$ cat config.mk
export PLATFORM = sky130hd
export DESIGN_NAME = ecc_mult_dsp_seq_flat
export DESIGN_NICKNAME = d
export VERILOG_FILES = /design/src/rtl/ecc_mult_dsp_seq_if.sv /design/src/rtl/ecc_mult_dsp_seq.sv /design/src/flat_wrapper.sv
export SDC_FILE = /design/constraint.sdc
export NUM_CORES = 1
export LEC_CHECK = 0
export BUFFER_PORTS_ARGS = -buffer_cell sky130_fd_sc_hd__buf_2
export CORE_MARGIN = 2
export CORE_UTILIZATION = 43
export DETAILED_ROUTE_END_ITERATION = 10
export GPL_TIMING_DRIVEN = 1
export PLACE_DENSITY_LB_ADDON = 0.2
export SYNTH_ARGS = -nofsm -noshare
export SYNTH_HDL_FRONTEND = slang
export SYNTH_SLANG_ARGS = --single-unit
$ cat constraint.sdc
create_clock -name clk -period 16.85 [get_ports clk]
set_clock_uncertainty 0.15 [all_clocks]
set_input_delay 0.8425 -clock clk [delete_from_list [all_inputs] [get_ports clk]]
set_output_delay 0.8425 -clock clk [all_outputs]
set_load 0.02 [all_outputs]
$ cat src/rtl/ecc_mult_dsp_seq_if.sv
`default_nettype none
// ============================================================================
// Module   : ecc_mult_dsp_seq_if
// Purpose  : Handshake and operand bundle for the sequential ECC MAC unit.
// Revision : 1.0 - initial release
// ============================================================================
interface ecc_mult_dsp_seq_if #(
  parameter int RADIX = 32
);
  logic               zeroize;
  logic               start_i;
  logic               accumulate_i;
  logic [RADIX-1:0]   A_i;
  logic [RADIX-1:0]   B_i;
  logic [2*RADIX-1:0] C_i;
  logic               ready_o;
  logic               valid_o;
  logic [2*RADIX-1:0] P_o;
  logic               carry_o;

  modport master (
    output zeroize, start_i, accumulate_i, A_i, B_i, C_i,
    input  ready_o, valid_o, P_o, carry_o
  );

  modport slave (
    input  zeroize, start_i, accumulate_i, A_i, B_i, C_i,
    output ready_o, valid_o, P_o, carry_o
  );
endinterface
`default_nettype wire

$ cat src/rtl/ecc_mult_dsp_seq.sv
`default_nettype none
// ============================================================================
// Module   : ecc_mult_dsp_seq
// Purpose  : P = A*B + C over four cycles using one RADIX/2 x RADIX/2 multiplier.
// Revision : 1.0 - initial release
// ============================================================================
module ecc_mult_dsp_seq #(
  parameter int RADIX = 32
) (
  input  wire logic         clk,
  input  wire logic         reset_n,
  ecc_mult_dsp_seq_if.slave bus
);

  localparam int c_H  = RADIX / 2;
  localparam int c_AW = 2 * RADIX + 1;

  typedef enum logic [2:0] {
    S_IDLE = 3'd0,
    S_PP0  = 3'd1,
    S_PP1  = 3'd2,
    S_PP2  = 3'd3,
    S_PP3  = 3'd4,
    S_DONE = 3'd5
  } state_t;

  state_t             r_state;
  state_t             w_state_nxt;
  logic [RADIX-1:0]   r_a;
  logic [RADIX-1:0]   r_b;
  logic [c_AW-1:0]    r_acc;
  logic [2*RADIX-1:0] r_p;
  logic               r_carry;
  logic               r_valid;

  logic [c_H-1:0]     w_op_a;
  logic [c_H-1:0]     w_op_b;
  logic [2*c_H-1:0]   w_prod;
  logic [c_AW-1:0]    w_pp_ext;
  logic [c_AW-1:0]    w_addend;

  // Shared half-width multiplier; operand halves and alignment chosen by state
  always_comb begin
    w_op_a   = r_a[c_H-1:0];
    w_op_b   = r_b[c_H-1:0];
    w_addend = '0;
    case (r_state)
      S_PP1: w_op_b = r_b[RADIX-1:c_H];
      S_PP2: w_op_a = r_a[RADIX-1:c_H];
      S_PP3: begin
        w_op_a = r_a[RADIX-1:c_H];
        w_op_b = r_b[RADIX-1:c_H];
      end
      default: ;
    endcase
    case (r_state)
      S_PP0:        w_addend = w_pp_ext;
      S_PP1, S_PP2: w_addend = w_pp_ext << c_H;
      S_PP3:        w_addend = w_pp_ext << (2 * c_H);
      default:      w_addend = '0;
    endcase
  end

  assign w_prod   = {{c_H{1'b0}}, w_op_a} * {{c_H{1'b0}}, w_op_b};
  assign w_pp_ext = {{(2 * c_H + 1){1'b0}}, w_prod};

  always_ff @(posedge clk or negedge reset_n) begin
    if (!reset_n) begin
      r_state <= S_IDLE;
    end else if (bus.zeroize) begin
      r_state <= S_IDLE;
    end else begin
      r_state <= w_state_nxt;
    end
  end

  always_comb begin
    w_state_nxt = r_state;
    case (r_state)
      S_IDLE:  if (bus.start_i) w_state_nxt = S_PP0;
      S_PP0:   w_state_nxt = S_PP1;
      S_PP1:   w_state_nxt = S_PP2;
      S_PP2:   w_state_nxt = S_PP3;
      S_PP3:   w_state_nxt = S_DONE;
      S_DONE:  w_state_nxt = S_IDLE;
      default: w_state_nxt = S_IDLE;
    endcase
  end

  always_ff @(posedge clk or negedge reset_n) begin
    if (!reset_n) begin
      r_a     <= '0;
      r_b     <= '0;
      r_acc   <= '0;
      r_p     <= '0;
      r_carry <= 1'b0;
      r_valid <= 1'b0;
    end else if (bus.zeroize) begin
      r_a     <= '0;
      r_b     <= '0;
      r_acc   <= '0;
      r_p     <= '0;
      r_carry <= 1'b0;
      r_valid <= 1'b0;
    end else begin
      r_valid <= 1'b0;
      case (r_state)
        S_IDLE: begin
          if (bus.start_i) begin
            r_a   <= bus.A_i;
            r_b   <= bus.B_i;
            r_acc <= bus.accumulate_i ? {1'b0, bus.C_i} : '0;
          end
        end
        // Accumulator carries one spare bit, so A*B+C never overflows
        S_PP0, S_PP1, S_PP2, S_PP3: r_acc <= r_acc + w_addend;
        S_DONE: begin
          r_p     <= r_acc[2*RADIX-1:0];
          r_carry <= r_acc[2*RADIX];
          r_valid <= 1'b1;
        end
        default: ;
      endcase
    end
  end

  assign bus.ready_o = (r_state == S_IDLE);
  assign bus.valid_o = r_valid;
  assign bus.P_o     = r_p;
  assign bus.carry_o = r_carry;

endmodule
`default_nettype wire

$ cat src/flat_wrapper.sv
// flat-port wrapper written by rule: the top's interface ports become plain ports
module ecc_mult_dsp_seq_flat 
#(
  parameter int RADIX = 32
)
  (clk, reset_n, bus_zeroize, bus_start_i, bus_accumulate_i, bus_A_i, bus_B_i, bus_C_i, bus_ready_o, bus_valid_o, bus_P_o, bus_carry_o);
  ecc_mult_dsp_seq_if #(.RADIX(RADIX)) bus_i ();
  input  wire logic clk;
  input  wire logic reset_n;
  input wire logic [$bits(bus_i.zeroize)-1:0] bus_zeroize;
  input wire logic [$bits(bus_i.start_i)-1:0] bus_start_i;
  input wire logic [$bits(bus_i.accumulate_i)-1:0] bus_accumulate_i;
  input wire logic [$bits(bus_i.A_i)-1:0] bus_A_i;
  input wire logic [$bits(bus_i.B_i)-1:0] bus_B_i;
  input wire logic [$bits(bus_i.C_i)-1:0] bus_C_i;
  output wire logic [$bits(bus_i.ready_o)-1:0] bus_ready_o;
  output wire logic [$bits(bus_i.valid_o)-1:0] bus_valid_o;
  output wire logic [$bits(bus_i.P_o)-1:0] bus_P_o;
  output wire logic [$bits(bus_i.carry_o)-1:0] bus_carry_o;
  assign bus_i.zeroize = bus_zeroize;
  assign bus_i.start_i = bus_start_i;
  assign bus_i.accumulate_i = bus_accumulate_i;
  assign bus_i.A_i = bus_A_i;
  assign bus_i.B_i = bus_B_i;
  assign bus_i.C_i = bus_C_i;
  assign bus_ready_o = bus_i.ready_o;
  assign bus_valid_o = bus_i.valid_o;
  assign bus_P_o = bus_i.P_o;
  assign bus_carry_o = bus_i.carry_o;
  ecc_mult_dsp_seq #(.RADIX(RADIX)) u_core (.clk(clk), .reset_n(reset_n), .bus(bus_i));
endmodule
# --- Word level (Yosys, flattened, before mapping) ---
# Cells that the tools add are included.
# Widths: inputs -> output; s select.
totals:
  out_inout_bits: 67
  input_bits: 133
  register_bits: 198
op_classes:
  n_mul: 1
  addsub: 1
  eq_ne: 6
  reduce_logical: 11
  n_mux: 22
op_table:
  columns: ["operator", "n"]
  rows:
  - ["$mux 32", 6]
  - ["$mux 64", 3]
  - ["$pmux 64 s3", 1]
  - ["$mux 65", 2]
  - ["$pmux 65 s2", 1]
  - ["$add 65x64->65", 1]
  - ["$mul 16x16->32", 1]
  - ["$mux 16", 2]
  - ["$pmux 3 s5", 1]
  - ["$eq 3x2->1 const B", 2]
  - ["$eq 3x3->1 const B", 2]
  - ["$mux 3", 2]
  - ["$reduce_bool 2->1", 3]
  - ["$reduce_or 2->1", 3]
  - ["$mux 1", 4]
  - ["$reduce_and 2->1", 2]
  - ["$reduce_or 4->1", 1]
  - ["$eq 3x1->1 const B", 1]
  - ["$logic_not 3->1", 1]
  - ["$ne 3x3->1 const B", 1]
  - ["$reduce_bool 3->1", 1]

# --- Logic depth before layout (Yosys ltp) ---
# Gate-level depths: netlist (run 1).
depth:
  word_depth: 8
  ltp_mapped: 43

# --- Worst setup path before layout (run 1) ---
# Ideal clock, no wire load.
synth_path:
  kind: "register to register"
  startpoint: "reg u_core.r_state[1]"
  endpoint: "reg u_core.r_acc[60]"
  synth_period_minus_slack_ps: 9704
  t_arrival_ps: 9485
  stages_incl_launch_ff: 42
  setup_slack_ps: 7146
  path_cell_list: "dfrtp_1 clkbuf_1 nor2_1 nand2_1 o21ai_1 buf_2 buf_2 mux2i_1 nor2_1 fa_1 inv_1 fa_1 inv_1 fa_1 fa_1 fa_1 inv_1 fa_1 [6 not listed] a31oi_2 a21oi_1 a31oi_2 o21bai_1 a21oi_1 xor2_1 o21ai_1 ha_1 a21oi_1 o21bai_1 a21oi_1 o21ai_0 nor3b_1 a21oi_2 o31ai_4 a21oi_2 or4_1 nand3_1"
synth_between:
  elab_chain_len: 8
  elab_cells_between_ends: 19
  classes_between: "1 x add/sub; 1 x mul; 5 x eq/ne; 5 x mux; 7 x reduce/logical"
synth_lines:
  columns: ["item", "line", "rtl"]
  rows:
  - ["from (decl)", "ecc_mult_dsp_seq.sv:27", "state_t r_state;"]
  - ["from (signal assigned)", "ecc_mult_dsp_seq.sv:73", "r_state <= w_state_nxt;"]
  - ["$eq 3x2->1 / $eq 3x3->1 (equally long branches)", "ecc_mult_dsp_seq.sv:47, ecc_mult_dsp_seq.sv:56, ecc_mult_dsp_seq.sv:107", null]
  - ["$reduce_or 2->1 (no source line)", null, null]
  - ["$mux 16", "ecc_mult_dsp_seq.sv:47", "case (r_state)"]
  - ["$mul 16x16->32", "ecc_mult_dsp_seq.sv:64", "assign w_prod = {{c_H{1'b0}}, w_op_a} * {{c_H{1'b0}}, w_op_b};"]
  - ["$pmux 64 s3", "ecc_mult_dsp_seq.sv:56", "case (r_state)"]
  - ["$add 65x64->65", "ecc_mult_dsp_seq.sv:116", "S_PP0, S_PP1, S_PP2, S_PP3: r_acc <= r_acc + w_addend;"]
  - ["$pmux 65 s2", "ecc_mult_dsp_seq.sv:107", "case (r_state)"]
  - ["$mux 65", "ecc_mult_dsp_seq.sv:98", "end else if (bus.zeroize) begin"]
  - ["to (signal assigned)", "ecc_mult_dsp_seq.sv:112", "r_acc <= bus.accumulate_i ? {1'b0, bus.C_i} : '0;"]
  - ["to (signal assigned)", "ecc_mult_dsp_seq.sv:116", null]
  - ["to (decl)", "ecc_mult_dsp_seq.sv:31", "logic [c_AW-1:0] r_acc;"]
# Parallel ways exist; a longest one is shown, timed or not.
# A chain may end at the register's enable or synchronous reset.

# --- Worst setup path in the final report (run 1) ---
layout_path:
  startpoint: "reg u_core.r_state[0]"
  endpoint: "reg u_core.r_acc[60]"
# The elaborated chain is that of the path after synthesis.

==> results of run 1 <==
-- kinds of logic after synthesis --
family	after synthesis	synth area share, %
and+or+nand+nor	738	15.1
AOI/OAI and AO/OA	592	19.1
buffers and inverters	382	6.94
adders and majority gates	363	28.6
DFF	198	23.6
xor gates and xnor gates	89	3.71
muxes	61	3.08
-- critical path: cells and delay by family (launching register included) --
| family | cells | cell delay, ns |
|---|---|---|
| and+or+nand+nor | 6 | 1.92 |
| muxes | 1 | 1.00 |
| buffers and inverters | 3 | 0.51 |
| adders and majority gates | 8 | 3.86 |
| AOI/OAI and AO/OA | 17 | 3.58 |
| xor gates and xnor gates | 1 | 0.37 |
| DFF | 1 | 0.55 |
-- worst max path at each step --
stage / from / end / slack [ns] / depth (start not counted)
6_report: u_core.r_state[0] / u_core.r_acc[60] / 4.82 / 36
4_1_cts: u_core.r_state[0] / u_core.r_acc[60] / 4.97 / 36
2_1_floorplan: u_core.r_state[1] / u_core.r_acc[60] / 7.15 / 41
5_1_grt: u_core.r_state[0] / u_core.r_acc[60] / 4.32 / 36
3_5_place_dp: u_core.r_state[0] / u_core.r_acc[60] / 5.04 / 36
3_3_place_gp: u_core.r_state[2] / u_core.r_acc[59] / 5.11 / 34
-- power by group --
| group | internal [uW] | total, uW | leakage (uW) | switching, uW |
|---|---|---|---|---|
| Clock | 196 | 408 | 0.000251 | 211 |
| Sequential | 507 | 546 | 0.00271 | 39.3 |
| Combinational | 180 | 549 | 0.00819 | 370 |
-- cells in the mapped netlist, drive strengths merged (3+ instances only) --
master,count
a2111oi,9
a211oi,14
a21bo,3
a21boi,5
a21o,31
a21oi,198
a221oi,7
a22o,83
a22oi,27
a311oi,21
a31oi,15
a41oi,4
and2,28
and3,22
buf,21
clkbuf,104
dfrtp,198
fa,195
ha,168
inv,257
mux2,29
mux2i,32
nand2,366
nand2b,14
nand3,34
nand4,24
nor2,206
nor2b,7
nor3,14
nor4,5
o211ai,7
o21a,7
o21ai,99
o21bai,25
o22ai,14
o2bb2ai,3
o31ai,3
or2,5
or3,8
xnor2,59
xor2,30
-- registers in the layout, indices dropped and copies added (netlist names) --
name                count
u_core.bus.P_o         64
u_core.bus.carry_o      1
u_core.bus.valid_o      1
u_core.r_state          3
u_core.r_a             32
u_core.r_acc           65
u_core.r_b             32
-- placed cells by master (no fill, tap or decap), types with 6 or more instances in the layout --
| master | instances |
|---|---|
| o211ai_1 | 7 |
| and3_1 | 22 |
| fa_1 | 195 |
| inv_1 | 257 |
| o21ai_1 | 7 |
| nand3_1 | 34 |
| buf_4 | 29 |
| nand2b_1 | 14 |
| xnor2_1 | 58 |
| nand4_1 | 23 |
| o21a_1 | 7 |
| buf_2 | 197 |
| a21o_1 | 31 |
| a31oi_1 | 11 |
| or3_1 | 7 |
| o21ai_0 | 89 |
| nor3_1 | 14 |
| a22o_1 | 83 |
| clkbuf_16 | 17 |
| nor2b_1 | 7 |
| a21oi_1 | 192 |
| and2_1 | 27 |
| o22ai_1 | 14 |
| mux2i_1 | 32 |
| clkinvlp_4 | 7 |
| nor2_1 | 204 |
| xor2_1 | 29 |
| o21bai_1 | 25 |
| dfrtp_1 | 198 |
| a221oi_1 | 6 |
| a211oi_1 | 13 |
| mux2_2 | 29 |
| a2111oi_0 | 6 |
| nand2_1 | 364 |
| a311oi_1 | 21 |
| ha_1 | 168 |
| a22oi_1 | 27 |
-- routing by layer --
metal  share of wire, %  vias to the layer above
li1                   -                     8456
met5                  0                        -
met3                5.3                      137
met2                 48                      621
met1                 43                     9128
met4                3.6                        0
-- stage by stage --
stage | cells | setup WS, ns | utilization [%]
after floorplan | 2423 | 7.15 | -
after global placement | 3147 | 5.11 | 46.5
after detailed placement | 3147 | 5.04 | 46.5
after CTS | 3179 | 4.97 | 47.6
after global routing | 3179 | 4.32 | 47.6
final | 3179 | 4.82 | 47.6
-- area by class of cell --
class                   count  area, um^2
clock buffers              19         443
clock inverters            13         118
fillers                  4794       25500
inverters                 257         965
multi-input cells        1843       14700
flip-flops and latches    198        4950
well taps                 622         778
repair buffers            227        1220
==> results.sh, run 1 <==
export IMPL_status="complete, no violations"
export IMPL_setup_viol=0
export IMPL_cp_required_ns=17.14
export IMPL_dp_hpwl_mm=55.0
export IMPL_crit_type="flop to flop"
export IMPL_use_met2_pct=46.6
export IMPL_wirelength_mm=68.7
export IMPL_die_x_um=225
export IMPL_synthArstFlopShare_pct=100
export IMPL_grt_pass1_wl_mm=109
export IMPL_reg2reg_depth=36
export IMPL_rsz0062_at_grt="no"
export IMPL_ys_warnings_count=0
export IMPL_syn_inst=2423
export IMPL_area_growth_pct=10.2
export IMPL_finalNetCount=3040
export IMPL_timing_rr_start="u_core.r_state[0]"
export IMPL_slowest_delay_ns=1.00
export IMPL_initial_core_util_pct=43.2
export IMPL_synth_top_cell_area_share_pct=23.6
export IMPL_grtUsageMet1_pct=36.5
export IMPL_min_path_type="primary input to asynchronous set/reset pin"
export IMPL_whs_ns=0.172
export IMPL_n_antenna_cell=0
export IMPL_grt_pass1_vias=18712
export IMPL_power_total_uw=1500
export IMPL_ys_ff_latch=198
export IMPL_p_leak_uw=0.0112
export IMPL_drc=0
export IMPL_timing_critical_path_fanout_max=21
export IMPL_port_buffers=199
export IMPL_r2r_end="u_core.r_acc[60]"
export IMPL_cts_root_buffer="clkbuf_16"
export IMPL_globalRoute_totalOverflow=0
export IMPL_synth_top_flop_cell="dfrtp_1"
export IMPL_cts_buffers=17
export IMPL_cts_tree="built"
export IMPL_start_kind="flop"
export IMPL_synth_largest_area_cell="dfrtp_1"
export IMPL_clock_sinks=198
export IMPL_fmax_mhz=83.1
export IMPL_synth_cell_area_um2=21000
export IMPL_dieHeight_um=225
export IMPL_hold_viol=0
export IMPL_crit_top_cell="fa_1"
export IMPL_syn_avg_cell_area_um2=8.68
export IMPL_crit_slowest_cell="mux2i_1"
export IMPL_ant_nets=0
export IMPL_grt_max_degree=93
export IMPL_tightest_slew_ns=1.17
export IMPL_drv_cap=0
export IMPL_grt_busiest_layer="met2"
export IMPL_antenna_found_initial=0
export IMPL_via_count=18342
export IMPL_ys_types=79
export IMPL_cts_hold_fix_buffers=0
export IMPL_met3_usage_pct=4.37
export IMPL_first_pass_iters=5
export IMPL_rows=81
export IMPL_grt_use_total_pct=28.0
export IMPL_drtIter0Drc=1443
export IMPL_clk_pin_slew_ns=0.09
export IMPL_die_area_um2=50700
export IMPL_viasPerCell=5.77
export IMPL_fin_area_um2=23200
export IMPL_drv_slew=0
export IMPL_end_kind="flop"
export IMPL_slew_headroom_pct=19.7
export IMPL_ir_drop_mv=0.0800
export IMPL_clk_path_buf_depth=2
export IMPL_htree_levels=4
export IMPL_rrSetupSlack_ns=4.82
export IMPL_power_per_cell_area_nw_per_um2=64.9
export IMPL_critPathArrivalTime_ns=12.32
export IMPL_synth_area_leaders="dfrtp_1 24%, fa_1 19%, ha_1 10%"
export IMPL_period_needed_ns=12.03
export IMPL_drive_gt1_share_pct=13.0
export IMPL_period_share_pct=71.4
export IMPL_post_cts_resize_count=0
export IMPL_ys_seq_area_share_pct=23.6
export IMPL_coreArea_um2=48600
export IMPL_clkLatencyLatePin_ns=0.49
export IMPL_fin_setup_tns_ns=0
export IMPL_ios=200
export IMPL_cts_setup_buffers=0
export IMPL_dpl_cell_area_um2=22600
export IMPL_wl_per_cell_um=21.6
export IMPL_synth_nets=2919
export IMPL_synth_edf_count=0
export IMPL_place_congestion=0.991
Note: power is estimated with default switching activity, not from simulation.
==> run 2: changes to the inputs <==
==> constraint.sdc (replaced) <==
create_clock -name clk -period 12.2 [get_ports clk]
set_clock_uncertainty 0.15 [all_clocks]
set_input_delay 0.61 -clock clk [delete_from_list [all_inputs] [get_ports clk]]
set_output_delay 0.61 -clock clk [all_outputs]
set_load 0.02 [all_outputs]
==> results.sh, run 2 (synthesis results as in run 1) <==
export IMPL_drc=0
export IMPL_antenna_found_initial=0
export IMPL_dieHeight_um=225
export IMPL_fin_area_um2=23200
export IMPL_layout_commonest_cell="nand2_1"
export IMPL_wirelength_mm=69.7
export IMPL_timing_rr_start="u_core.r_state[0]"
export IMPL_fmax_mhz=87.0
export IMPL_end_kind="flop"
export IMPL_drtIter0Drc=1317
export IMPL_cts_hold_fix_buffers=0
export IMPL_first_pass_iters=5
export IMPL_clkLatencyLatePin_ns=0.49
export IMPL_globalRoute_totalOverflow=0
export IMPL_multi_input_area_um2=14700
export IMPL_fillers=4751
export IMPL_dpl_cell_area_um2=22700
export IMPL_grt_pass1_wl_mm=110
export IMPL_reg2reg_depth=38
export IMPL_port_buffers=199
export IMPL_largest_reg_flops=65
export IMPL_tightest_slew_ns=1.15
export IMPL_rsz0062_at_grt="no"
export IMPL_power_total_uw=2080
export IMPL_crit_top_cell="fa_1"
export IMPL_drv_cap=0
export IMPL_power_per_cell_area_nw_per_um2=89.7
export IMPL_rows=81
export IMPL_cp_required_ns=12.48
export IMPL_regMostFlops="u_core.r_acc"
export IMPL_ios=200
export IMPL_r2r_end="u_core.r_acc[60]"
export IMPL_clock_sinks=198
export IMPL_ant_nets=0
export IMPL_fin_setup_tns_ns=0
export IMPL_initial_core_util_pct=43.2
export IMPL_cts_root_buffer="clkbuf_16"
export IMPL_crit_type="flop to flop"
export IMPL_drive_gt1_share_pct=13.2
export IMPL_viasPerCell=5.75
export IMPL_period_share_pct=94.2
export IMPL_ir_drop_mv=0.106
export IMPL_finalNetCount=3046
export IMPL_timing_critical_path_fanout_max=18
export IMPL_die_x_um=225
export IMPL_wl_per_cell_um=21.9
export IMPL_whs_ns=0.0318
export IMPL_via_count=18328
export IMPL_period_needed_ns=11.49
export IMPL_grt_max_degree=102
export IMPL_grt_use_total_pct=28.5
export IMPL_die_area_um2=50700
export IMPL_slew_headroom_pct=21.2
export IMPL_coreArea_um2=48600
export IMPL_rrSetupSlack_ns=0.71
export IMPL_place_congestion=0.975
export IMPL_critPathArrivalTime_ns=11.77
export IMPL_setup_viol=0
export IMPL_n_antenna_cell=0
export IMPL_min_path_type="primary input to asynchronous set/reset pin"
export IMPL_htree_levels=4
export IMPL_ff_latch_area_um2=4950
export IMPL_cts_tree="built"
export IMPL_grt_pass1_vias=18996
export IMPL_start_kind="flop"
export IMPL_status="complete, no violations"
export IMPL_p_leak_uw=0.0112
export IMPL_cts_setup_buffers=0
export IMPL_dp_hpwl_mm=55.5
export IMPL_hold_viol=0
export IMPL_cts_buffers=17
export IMPL_slowest_delay_ns=0.63
export IMPL_final_cell_mix="364 x nand2_1, 257 x inv_1, 204 x nor2_1"
export IMPL_crit_slowest_cell="mux2i_1"
export IMPL_area_growth_pct=10.4
export IMPL_clk_path_buf_depth=2
export IMPL_drv_slew=0
export IMPL_clk_pin_slew_ns=0.08
-- run 2: layout make-up --
| class | count | share of cell area [%] |
|---|---|---|
| Multi-Input combinational cell | 1843 | 63.3 |
| Sequential cell | 198 | 21.3 |
| Timing Repair Buffer | 233 | 5.44 |
| Inverter | 257 | 4.16 |
| Tap cell | 622 | 3.35 |
| Clock buffer | 19 | 1.86 |
| Clock inverter | 13 | 0.534 |
-- run 2: per-layer routing --
metal,track usage [%],share of wire [%],vias to the layer above
met5,0,0,-
met4,9.87,3.0,0
met3,4.47,5.0,111
met2,48.5,49,541
met1,36.8,43,9215
li1,-,-,8461
-- run 2: how the worst max path moves through the flow --
stage                           start          endpoint  slack [ns]
floorplan           u_core.r_state[1]  u_core.r_acc[60]        2.50
global placement    u_core.r_state[0]  u_core.r_acc[50]        0.87
detailed placement  u_core.r_state[0]  u_core.r_acc[60]        0.70
CTS                 u_core.r_state[0]  u_core.r_acc[60]        0.63
global route        u_core.r_state[0]  u_core.r_acc[55]        0.07
finish              u_core.r_state[0]  u_core.r_acc[60]        0.71
-- run 2: timing repair --
action / 4_1_cts / 5_1_grt
hold endpoints to repair: 0 / 0
resized for setup: 0 / 1
endpoints found under the setup margin: 0 / 3
-- run 2: worst max-delay path, delay by kind of cell, from the launching register on --
| family | cells | cell delay [ns] |
|---|---|---|
| and+or+nand+nor | 6 | 1.86 |
| buffers and inverters | 5 | 0.58 |
| xor gates and xnor gates | 1 | 0.34 |
| adders and majority gates | 8 | 3.74 |
| DFF | 1 | 0.56 |
| muxes | 1 | 0.63 |
| AOI/OAI and AO/OA | 17 | 3.52 |
-- run 2: power by group --
group          total, uW  internal, uW  switching, uW
logic                766           250            516
clock network        564           268            296
registers            752           700           52.4
-- run 2: through the flow --
step                worst slack [ns]  cells  utilization, %
global placement               0.873   3153            46.6
detailed placement             0.703   3153            46.6
CTS                            0.630   3185            47.7
floorplan                       2.50   2423               -
global route                  0.0715   3185            47.7
finish                         0.706   3185            47.7
